### src/rtl/ov7670_capture_scaled_pkg.sv
// ---------------------------------------------------------------------------
// ov7670_pkg
// Shared definitions for the scaled OV7670 capture path:
//   - pixel format selector codes (rgbmode input)
//   - capture state machine encoding
//   - default geometry and the decimation factors derived from it
//   - pack_pixel: converts a camera byte pair into a packed {R,G,B} word
// ---------------------------------------------------------------------------
package ov7670_pkg;

   localparam logic [1:0] C_MODE_RGB444 = 2'b00;
   localparam logic [1:0] C_MODE_RGB565 = 2'b01;
   localparam logic [1:0] C_MODE_RGB555 = 2'b10;
   localparam logic [1:0] C_MODE_YUV    = 2'b11;

   typedef enum logic [1:0] {
      ST_WAIT_VS    = 2'd0,
      ST_WAIT_FRAME = 2'd1,
      ST_CAPTURE    = 2'd2
   } state_t;

   localparam int C_DEF_SRC_COLS = 640;
   localparam int C_DEF_SRC_ROWS = 480;
   localparam int C_DEF_IMG_COLS = 80;
   localparam int C_DEF_IMG_ROWS = 60;

   function automatic int decim_factor(input int src, input int img);
      return src / img;
   endfunction

   localparam int C_DEF_COL_FACTOR = decim_factor(C_DEF_SRC_COLS, C_DEF_IMG_COLS);
   localparam int C_DEF_ROW_FACTOR = decim_factor(C_DEF_SRC_ROWS, C_DEF_IMG_ROWS);

   // Each channel is first MSB-justified into 8 bits (zero LSBs), then the
   // top nb_* bits are kept. A stored width larger than the source channel
   // therefore pads with zeros at the LSBs. Result is right-justified in 24b.
   function automatic logic [23:0] pack_pixel(
      input logic [1:0] mode,
      input logic [7:0] byte0,
      input logic [7:0] byte1,
      input int         nb_red,
      input int         nb_green,
      input int         nb_blue
   );
      logic [7:0] red8;
      logic [7:0] green8;
      logic [7:0] blue8;
      // YUV: byte0 is luma, replicated into all three channels
      red8   = byte0;
      green8 = byte0;
      blue8  = byte0;
      case (mode)
         C_MODE_RGB444: begin
            red8   = {byte0[3:0], 4'h0};
            green8 = {byte1[7:4], 4'h0};
            blue8  = {byte1[3:0], 4'h0};
         end
         C_MODE_RGB565: begin
            red8   = {byte0[7:3], 3'b000};
            green8 = {byte0[2:0], byte1[7:5], 2'b00};
            blue8  = {byte1[4:0], 3'b000};
         end
         C_MODE_RGB555: begin
            red8   = {byte0[6:2], 3'b000};
            green8 = {byte0[1:0], byte1[7:5], 3'b000};
            blue8  = {byte1[4:0], 3'b000};
         end
         default: ;
      endcase
      return (24'(red8 >> (8 - nb_red)) << (nb_green + nb_blue))
           | (24'(green8 >> (8 - nb_green)) << nb_blue)
           |  24'(blue8 >> (8 - nb_blue));
   endfunction

endpackage

### src/rtl/ov7670_capture_scaled_sync_edge_det.sv
// ---------------------------------------------------------------------------
// sync_edge_det
// Three-stage synchroniser for one asynchronous camera signal, with
// rise/fall detection between stage 2 and stage 3.
//   clk   in  system clock
//   rst   in  asynchronous reset, active low
//   din   in  asynchronous input
//   level out synchronised level (stage 2)
//   rise  out one-clk pulse on a 0->1 transition of level
//   fall  out one-clk pulse on a 1->0 transition of level
// ---------------------------------------------------------------------------
module sync_edge_det (
   input  logic clk,
   input  logic rst,
   input  logic din,
   output logic level,
   output logic rise,
   output logic fall
);

   logic s1_reg;
   logic s2_reg;
   logic s3_reg;

   always_ff @(posedge clk or negedge rst) begin
      if (!rst) begin
         s1_reg <= 1'b0;
         s2_reg <= 1'b0;
         s3_reg <= 1'b0;
      end else begin
         s1_reg <= din;
         s2_reg <= s1_reg;
         s3_reg <= s2_reg;
      end
   end

   assign level = s2_reg;
   assign rise  = s2_reg & ~s3_reg;
   assign fall  = ~s2_reg & s3_reg;

endmodule

### src/rtl/ov7670_capture_scaled.sv
// ---------------------------------------------------------------------------
// ov7670_capture_scaled
// Captures OV7670 pixel data in the system clock domain, converts one of
// four pixel formats to a packed {R,G,B} word and decimates the sensor
// image down to c_img_cols x c_img_rows before writing a frame buffer.
//   clk         in  system clock
//   rst         in  asynchronous reset, active low
//   pclk        in  camera pixel clock (sampled as data)
//   vsync       in  camera vsync, high during vertical blanking
//   href        in  camera line valid
//   data        in  camera data bus [7:0]
//   rgbmode     in  pixel format, latched at frame start
//   addr        out frame buffer write address
//   dout        out packed pixel {red, green, blue}
//   we          out one-clk write strobe
//   frame_done  out one-clk pulse after each captured frame
//   frame_short out last frame wrote fewer than c_img_cols*c_img_rows pixels
//   frame_cnt   out completed frame counter (wraps)
// ---------------------------------------------------------------------------
module ov7670_capture_scaled
   import ov7670_pkg::*;
#(
   parameter int c_src_cols     = C_DEF_SRC_COLS,
   parameter int c_src_rows     = C_DEF_SRC_ROWS,
   parameter int c_img_cols     = C_DEF_IMG_COLS,
   parameter int c_img_rows     = C_DEF_IMG_ROWS,
   parameter int c_nb_img_pxls  = 13,
   parameter int c_nb_buf_red   = 4,
   parameter int c_nb_buf_green = 4,
   parameter int c_nb_buf_blue  = 4,
   parameter int c_nb_buf       = c_nb_buf_red + c_nb_buf_green + c_nb_buf_blue
) (
   input  logic                     clk,
   input  logic                     rst,
   input  logic                     pclk,
   input  logic                     vsync,
   input  logic                     href,
   input  logic [7:0]               data,
   input  logic [1:0]               rgbmode,
   output logic [c_nb_img_pxls-1:0] addr,
   output logic [c_nb_buf-1:0]      dout,
   output logic                     we,
   output logic                     frame_done,
   output logic                     frame_short,
   output logic [7:0]               frame_cnt
);

   localparam int c_col_factor = decim_factor(c_src_cols, c_img_cols);
   localparam int c_row_factor = decim_factor(c_src_rows, c_img_rows);
   localparam int c_nb_col_ph  = (c_col_factor > 1) ? $clog2(c_col_factor) : 1;
   localparam int c_nb_row_ph  = (c_row_factor > 1) ? $clog2(c_row_factor) : 1;
   localparam int c_nb_src_col = $clog2(c_src_cols + 1);
   localparam int c_nb_src_row = $clog2(c_src_rows + 1);
   localparam int c_nb_cnt     = c_nb_img_pxls + 1;

   localparam logic [c_nb_col_ph-1:0]   c_col_ph_last = c_nb_col_ph'(c_col_factor - 1);
   localparam logic [c_nb_row_ph-1:0]   c_row_ph_last = c_nb_row_ph'(c_row_factor - 1);
   localparam logic [c_nb_src_col-1:0]  c_src_col_lim = c_nb_src_col'(c_src_cols);
   localparam logic [c_nb_src_row-1:0]  c_src_row_lim = c_nb_src_row'(c_src_rows);
   localparam logic [c_nb_cnt-1:0]      c_wr_total    = c_nb_cnt'(c_img_cols * c_img_rows);
   localparam logic [c_nb_img_pxls-1:0] c_addr_last   = c_nb_img_pxls'(c_img_cols * c_img_rows - 1);

   // bit positions in the synchroniser bank
   localparam int c_idx_pclk  = 0;
   localparam int c_idx_href  = 1;
   localparam int c_idx_vsync = 2;

   // ---------------- input synchronisation ----------------
   logic [2:0] cam_in;
   logic [2:0] cam_level;
   logic [2:0] cam_rise;
   logic [2:0] cam_fall;

   assign cam_in = {vsync, href, pclk};

   genvar gi;
   generate
      for (gi = 0; gi < 3; gi++) begin : g_sync
         sync_edge_det u_sync (
            .clk   (clk),
            .rst   (rst),
            .din   (cam_in[gi]),
            .level (cam_level[gi]),
            .rise  (cam_rise[gi]),
            .fall  (cam_fall[gi])
         );
      end
   endgenerate

   logic pclk_re;
   logic href_s2;
   logic href_fall;
   logic vsync_s2;
   logic vsync_rise;
   logic vsync_fall;
   logic sync_unused;

   assign pclk_re     = cam_rise[c_idx_pclk];
   assign href_s2     = cam_level[c_idx_href];
   assign href_fall   = cam_fall[c_idx_href];
   assign vsync_s2    = cam_level[c_idx_vsync];
   assign vsync_rise  = cam_rise[c_idx_vsync];
   assign vsync_fall  = cam_fall[c_idx_vsync];
   assign sync_unused = ^{cam_level[c_idx_pclk], cam_fall[c_idx_pclk], cam_rise[c_idx_href]};

   // data goes through the same two stages so it lines up with pclk_re
   logic [7:0] data_s1_reg;
   logic [7:0] data_s2_reg;

   // ---------------- capture state machine ----------------
   state_t state_reg;
   state_t state_next;
   logic   frame_start;
   logic   frame_end;

   always_ff @(posedge clk or negedge rst) begin
      if (!rst) state_reg <= ST_WAIT_VS;
      else      state_reg <= state_next;
   end

   always_comb begin
      state_next  = state_reg;
      frame_start = 1'b0;
      frame_end   = 1'b0;
      case (state_reg)
         ST_WAIT_VS: begin
            if (vsync_s2) state_next = ST_WAIT_FRAME;
         end
         ST_WAIT_FRAME: begin
            if (vsync_fall) begin
               state_next  = ST_CAPTURE;
               frame_start = 1'b1;
            end
         end
         ST_CAPTURE: begin
            if (vsync_rise) begin
               state_next = ST_WAIT_FRAME;
               frame_end  = 1'b1;
            end
         end
         default: state_next = ST_WAIT_VS;
      endcase
   end

   // ---------------- pixel assembly and decimation ----------------
   logic                     capturing;
   logic                     pix_done;
   logic                     keep_pix;
   logic                     byte_ph_reg;
   logic [7:0]               byte0_reg;
   logic [1:0]               mode_reg;
   logic [c_nb_col_ph-1:0]   col_ph_reg;
   logic [c_nb_row_ph-1:0]   row_ph_reg;
   logic [c_nb_src_col-1:0]  src_col_reg;
   logic [c_nb_src_row-1:0]  src_row_reg;
   logic [c_nb_cnt-1:0]      wr_cnt_reg;
   logic [c_nb_img_pxls-1:0] addr_reg;
   logic [c_nb_buf-1:0]      dout_reg;
   logic                     we_reg;
   logic                     frame_end_pend_reg;
   logic                     frame_done_reg;
   logic                     frame_short_reg;
   logic [7:0]               frame_cnt_reg;

   assign capturing = (state_reg == ST_CAPTURE);
   assign pix_done  = pclk_re & href_s2 & byte_ph_reg;
   assign keep_pix  = capturing & pix_done
                    & (col_ph_reg == '0) & (row_ph_reg == '0)
                    & (src_col_reg < c_src_col_lim) & (src_row_reg < c_src_row_lim)
                    & (wr_cnt_reg < c_wr_total);

   always_ff @(posedge clk or negedge rst) begin
      if (!rst) begin
         data_s1_reg        <= '0;
         data_s2_reg        <= '0;
         byte_ph_reg        <= 1'b0;
         byte0_reg          <= '0;
         mode_reg           <= C_MODE_RGB444;
         col_ph_reg         <= '0;
         row_ph_reg         <= '0;
         src_col_reg        <= '0;
         src_row_reg        <= '0;
         wr_cnt_reg         <= '0;
         addr_reg           <= '0;
         dout_reg           <= '0;
         we_reg             <= 1'b0;
         frame_end_pend_reg <= 1'b0;
         frame_done_reg     <= 1'b0;
         frame_short_reg    <= 1'b0;
         frame_cnt_reg      <= '0;
      end else begin
         data_s1_reg <= data;
         data_s2_reg <= data_s1_reg;

         // byte phase: 0 = expecting byte0, 1 = expecting byte1
         if (!href_s2)     byte_ph_reg <= 1'b0;
         else if (pclk_re) byte_ph_reg <= ~byte_ph_reg;

         if (pclk_re && href_s2 && !byte_ph_reg) byte0_reg <= data_s2_reg;

         if (frame_start) mode_reg <= rgbmode;

         // horizontal position within the current line
         if (frame_start || !href_s2) begin
            col_ph_reg  <= '0;
            src_col_reg <= '0;
         end else if (pix_done) begin
            col_ph_reg <= (col_ph_reg == c_col_ph_last) ? '0 : col_ph_reg + c_nb_col_ph'(1);
            if (src_col_reg != c_src_col_lim) src_col_reg <= src_col_reg + c_nb_src_col'(1);
         end

         // vertical position within the current frame
         if (frame_start) begin
            row_ph_reg  <= '0;
            src_row_reg <= '0;
         end else if (capturing && href_fall) begin
            row_ph_reg <= (row_ph_reg == c_row_ph_last) ? '0 : row_ph_reg + c_nb_row_ph'(1);
            if (src_row_reg != c_src_row_lim) src_row_reg <= src_row_reg + c_nb_src_row'(1);
         end

         // write port: strobe and data one clk after the completing pclk_re
         we_reg <= keep_pix;
         if (keep_pix) begin
            dout_reg <= c_nb_buf'(pack_pixel(mode_reg, byte0_reg, data_s2_reg,
                                             c_nb_buf_red, c_nb_buf_green, c_nb_buf_blue));
         end

         if (frame_start) begin
            wr_cnt_reg <= '0;
            addr_reg   <= '0;
         end else begin
            if (keep_pix) wr_cnt_reg <= wr_cnt_reg + c_nb_cnt'(1);
            if (we_reg && (addr_reg != c_addr_last)) addr_reg <= addr_reg + c_nb_img_pxls'(1);
         end

         // frame end is reported one clk late so a write coincident with
         // the vsync edge is both strobed and counted before frame_done
         frame_end_pend_reg <= frame_end;
         frame_done_reg     <= frame_end_pend_reg;
         if (frame_end_pend_reg) begin
            frame_cnt_reg   <= frame_cnt_reg + 8'd1;
            frame_short_reg <= (wr_cnt_reg != c_wr_total);
         end
      end
   end

   assign addr        = addr_reg;
   assign dout        = dout_reg;
   assign we          = we_reg;
   assign frame_done  = frame_done_reg;
   assign frame_short = frame_short_reg;
   assign frame_cnt   = frame_cnt_reg;

endmodule

### config.mk
export PLATFORM = sky130hd
export DESIGN_NAME = ov7670_capture_scaled
export DESIGN_NICKNAME = d
export VERILOG_FILES = /design/src/rtl/ov7670_capture_scaled_pkg.sv /design/src/rtl/ov7670_capture_scaled_sync_edge_det.sv /design/src/rtl/ov7670_capture_scaled.sv
export SDC_FILE = /design/constraint.sdc
export NUM_CORES = 1
export LEC_CHECK = 0
export CAP_MARGIN = 30
export CORE_UTILIZATION = 54
export CTS_CLUSTER_DIAMETER = 80
export DETAILED_ROUTE_END_ITERATION = 10
export PLACE_DENSITY = 0.76
export SLEW_MARGIN = 20
export SYNTH_ARGS = -nofsm -noshare
export SYNTH_HDL_FRONTEND = slang
export SYNTH_HIERARCHICAL = 1
export SYNTH_SLANG_ARGS = --single-unit
export TNS_END_PERCENT = 1
### constraint.sdc
create_clock -name clk -period 3.9 [get_ports clk]
set_clock_uncertainty 0.2 [all_clocks]
set_input_delay 0.39 -clock clk [delete_from_list [all_inputs] [get_ports clk]]
set_output_delay 0.39 -clock clk [all_outputs]
set_load 0.01 [all_outputs]
==> metrics <==
Clk Latency, worst-skew pair=around 0.52 ns; R2R Path Start=g_sync[0].u_sync/level; min Tclk post-route=around 2.8 ns; slew margin rel.=between 40% and 50%; max reg flops=14; core area=9420 um^2; slowest cell delay on critical path=roughly 0.74 ns; Hold Path Class=input port to register; Max stage delay cell, worst path=nor3_4; root buffer cell=clkbuf_8; measured slew at the worst slew-check pin=between 0.7 and 0.8 ns; I/O pin count=between 50 and 60; Placer Congestion=between 0.8 and 0.9; antenna viol nets, final=0; Fin Setup TNS=0 ns; clk slew on worst S/H paths=roughly 0.07 ns; Net Switching=1.01 mW; buffers added on ports=50; Mapped Avg Cell Area=around 11 um^2; Horiz. Die Dim=101 um; Post-route DRC=0; Critical path buffers and inverters=0; layout cells sized above 1=a little over an eighth; Hold Path End=data_s1_reg[2]; All-Layer GR Usage=a little under a quarter; DRT Pass-1 Iters=5; Hold Crit Start=data[2]; total grt overflow=0; RSZ-0062 raised after global routing=false; P_leak=between 2 and 3 nW; yosys warns=6; CP Launch Type=register; register share of total power=around 40%; Ant. Diodes=0; number of global-route vias before repair=about 3700; HPWL after DPL=a little under 7000 um; setup violators final=0; Setup CP Type=register to register; outcome=finished clean; Final nets=566; Starting Density=a little under three fifths; CP Depth=5; largest net degree at the start of global routing=a little over 60; placed cell count=around 640; hold path cells=1; Max VDD drop=0.336 mV; Power Density=521 nW/um^2; max-slew violations=0; switching share of power=29.6%; initial antenna violation count=0; most frequent cells in the layout=dfrtp_1, clkdlybuf4s50_1, nor2_1, nand2_1, a21oi_1; first-pass GRT wire length=between 15000 and 20000 um; clock network fraction of design power=44.2%; Post-Syn Area=5340 um^2; final WL=roughly 10000 um; worst path cell trace=nor2b_1, and3_1, nand3_2, nor3_4, mux2_2; final cell count without fillers=675; Clock Path Buffers=2; FMAX=~360 MHz; FF-to-FF path depth=5; CP required=a little over 4 ns; WP data arrival=approximately 3.0 ns; routed via count=3913; Placement Rows=35; Max Fanout on Critical Path=17; CTS tree=yes; Comb power frac=between 10% and 20%; syn nets=508; post-synthesis instance total=approximately 480; leading cell type in the layout, fill and taps excluded=dfrtp_1; die area=between 10000 and 15000 um^2; DIE HEIGHT=between 100 and 150 um; initial drt markers=268; routed len/inst=around 15 um; Top Family by Delay on Critical Path=simple AND/OR/NAND/NOR gates; clock sink count=about 110; Max Cap Viol=0; Cell Int Power=around 2.4 mW; Reg-to-Reg End=dout[6]; total CTS buffers=17; Final period util=between 70% and 80%; Syn-to-layout area delta=22.9%; H-Tree Level Count=4; CP Capture Type=register; R2R Setup Slk=between 1 and 1.5 ns; Vias/cell=roughly 5.8; endpoints failing hold=0
==> how the worst max path moves through the flow <==
stage / slack, ns / end / from
after floorplan: 1.71 / dout[10] / g_sync[0].u_sync/s3_reg
after global placement: 1.23 / dout[2] / g_sync[0].u_sync/s3_reg
after detailed placement: 1.11 / dout[11] / g_sync[0].u_sync/level
after CTS: 1.10 / dout[11] / g_sync[0].u_sync/level
after global routing: 0.86 / dout[6] / g_sync[0].u_sync/level
final: 1.11 / dout[6] / g_sync[0].u_sync/level
==> repair_timing <==
item                      in CTS  in global routing
gates resized for setup        0                  0
hold endpoints to repair      86                  0
hold buffers                   1                  0
buffers inserted               0                  0
==> layout make-up <==
cell class	instances	area, um^2
tap	129	161
clock buffer	17	414
sequential	114	2850
inverter	17	63.8
fill	674	2860
timing repair buffer	55	558
clock inverter	15	160
multi-input combinational	328	2350
==> worst reg2reg max path: stages, from the launching register on <==
cell	delay (ns)
dfrtp_1	0.34
nor2b_1	0.30
and3_1	0.34
nand3_2	0.34
nor3_4	0.74
mux2_2	0.42
==> power by group through the flow <==
stage	combinational, mW	clock [mW]	sequential (mW)
5_1_grt	0.609	1.59	1.38
3_5_place_dp	0.537	0	1.38
6_report	0.544	1.51	1.36
3_3_place_gp	0.514	0	1.38
2_1_floorplan	0.346	0	1.37
4_1_cts	0.547	1.54	1.36
==> metal layers <==
layer / up-vias / wire length (um) / track usage [%]
met5: - / 0 / 0
met4: 0 / 221 / 9.59
met3: 23 / 481 / 5.66
met2: 122 / 5000 / 35.2
met1: 1922 / 4750 / 30.4
li1: 1846 / - / -
==> per-stage QoR <==
| stage | hold WS, ns | utilization [%] | power, mW | area [um^2] | worst slack [ns] |
|---|---|---|---|---|---|
| 4_1_cts | 0.0809 | 69.7 | 3.44 | 6560 | 1.10 |
| 6_report | 0.0988 | 69.7 | 3.41 | 6560 | 1.11 |
| 3_5_place_dp | 0.135 | 63.5 | 1.92 | 5970 | 1.11 |
| 3_3_place_gp | 0.132 | 63.2 | 1.89 | 5950 | 1.23 |
| 2_1_floorplan | -0.106 | - | 1.72 | 5340 | 1.71 |
| 5_1_grt | 0.0792 | 69.7 | 3.58 | 6560 | 0.857 |
No activity file was read; power rests on OpenSTA's default activity.
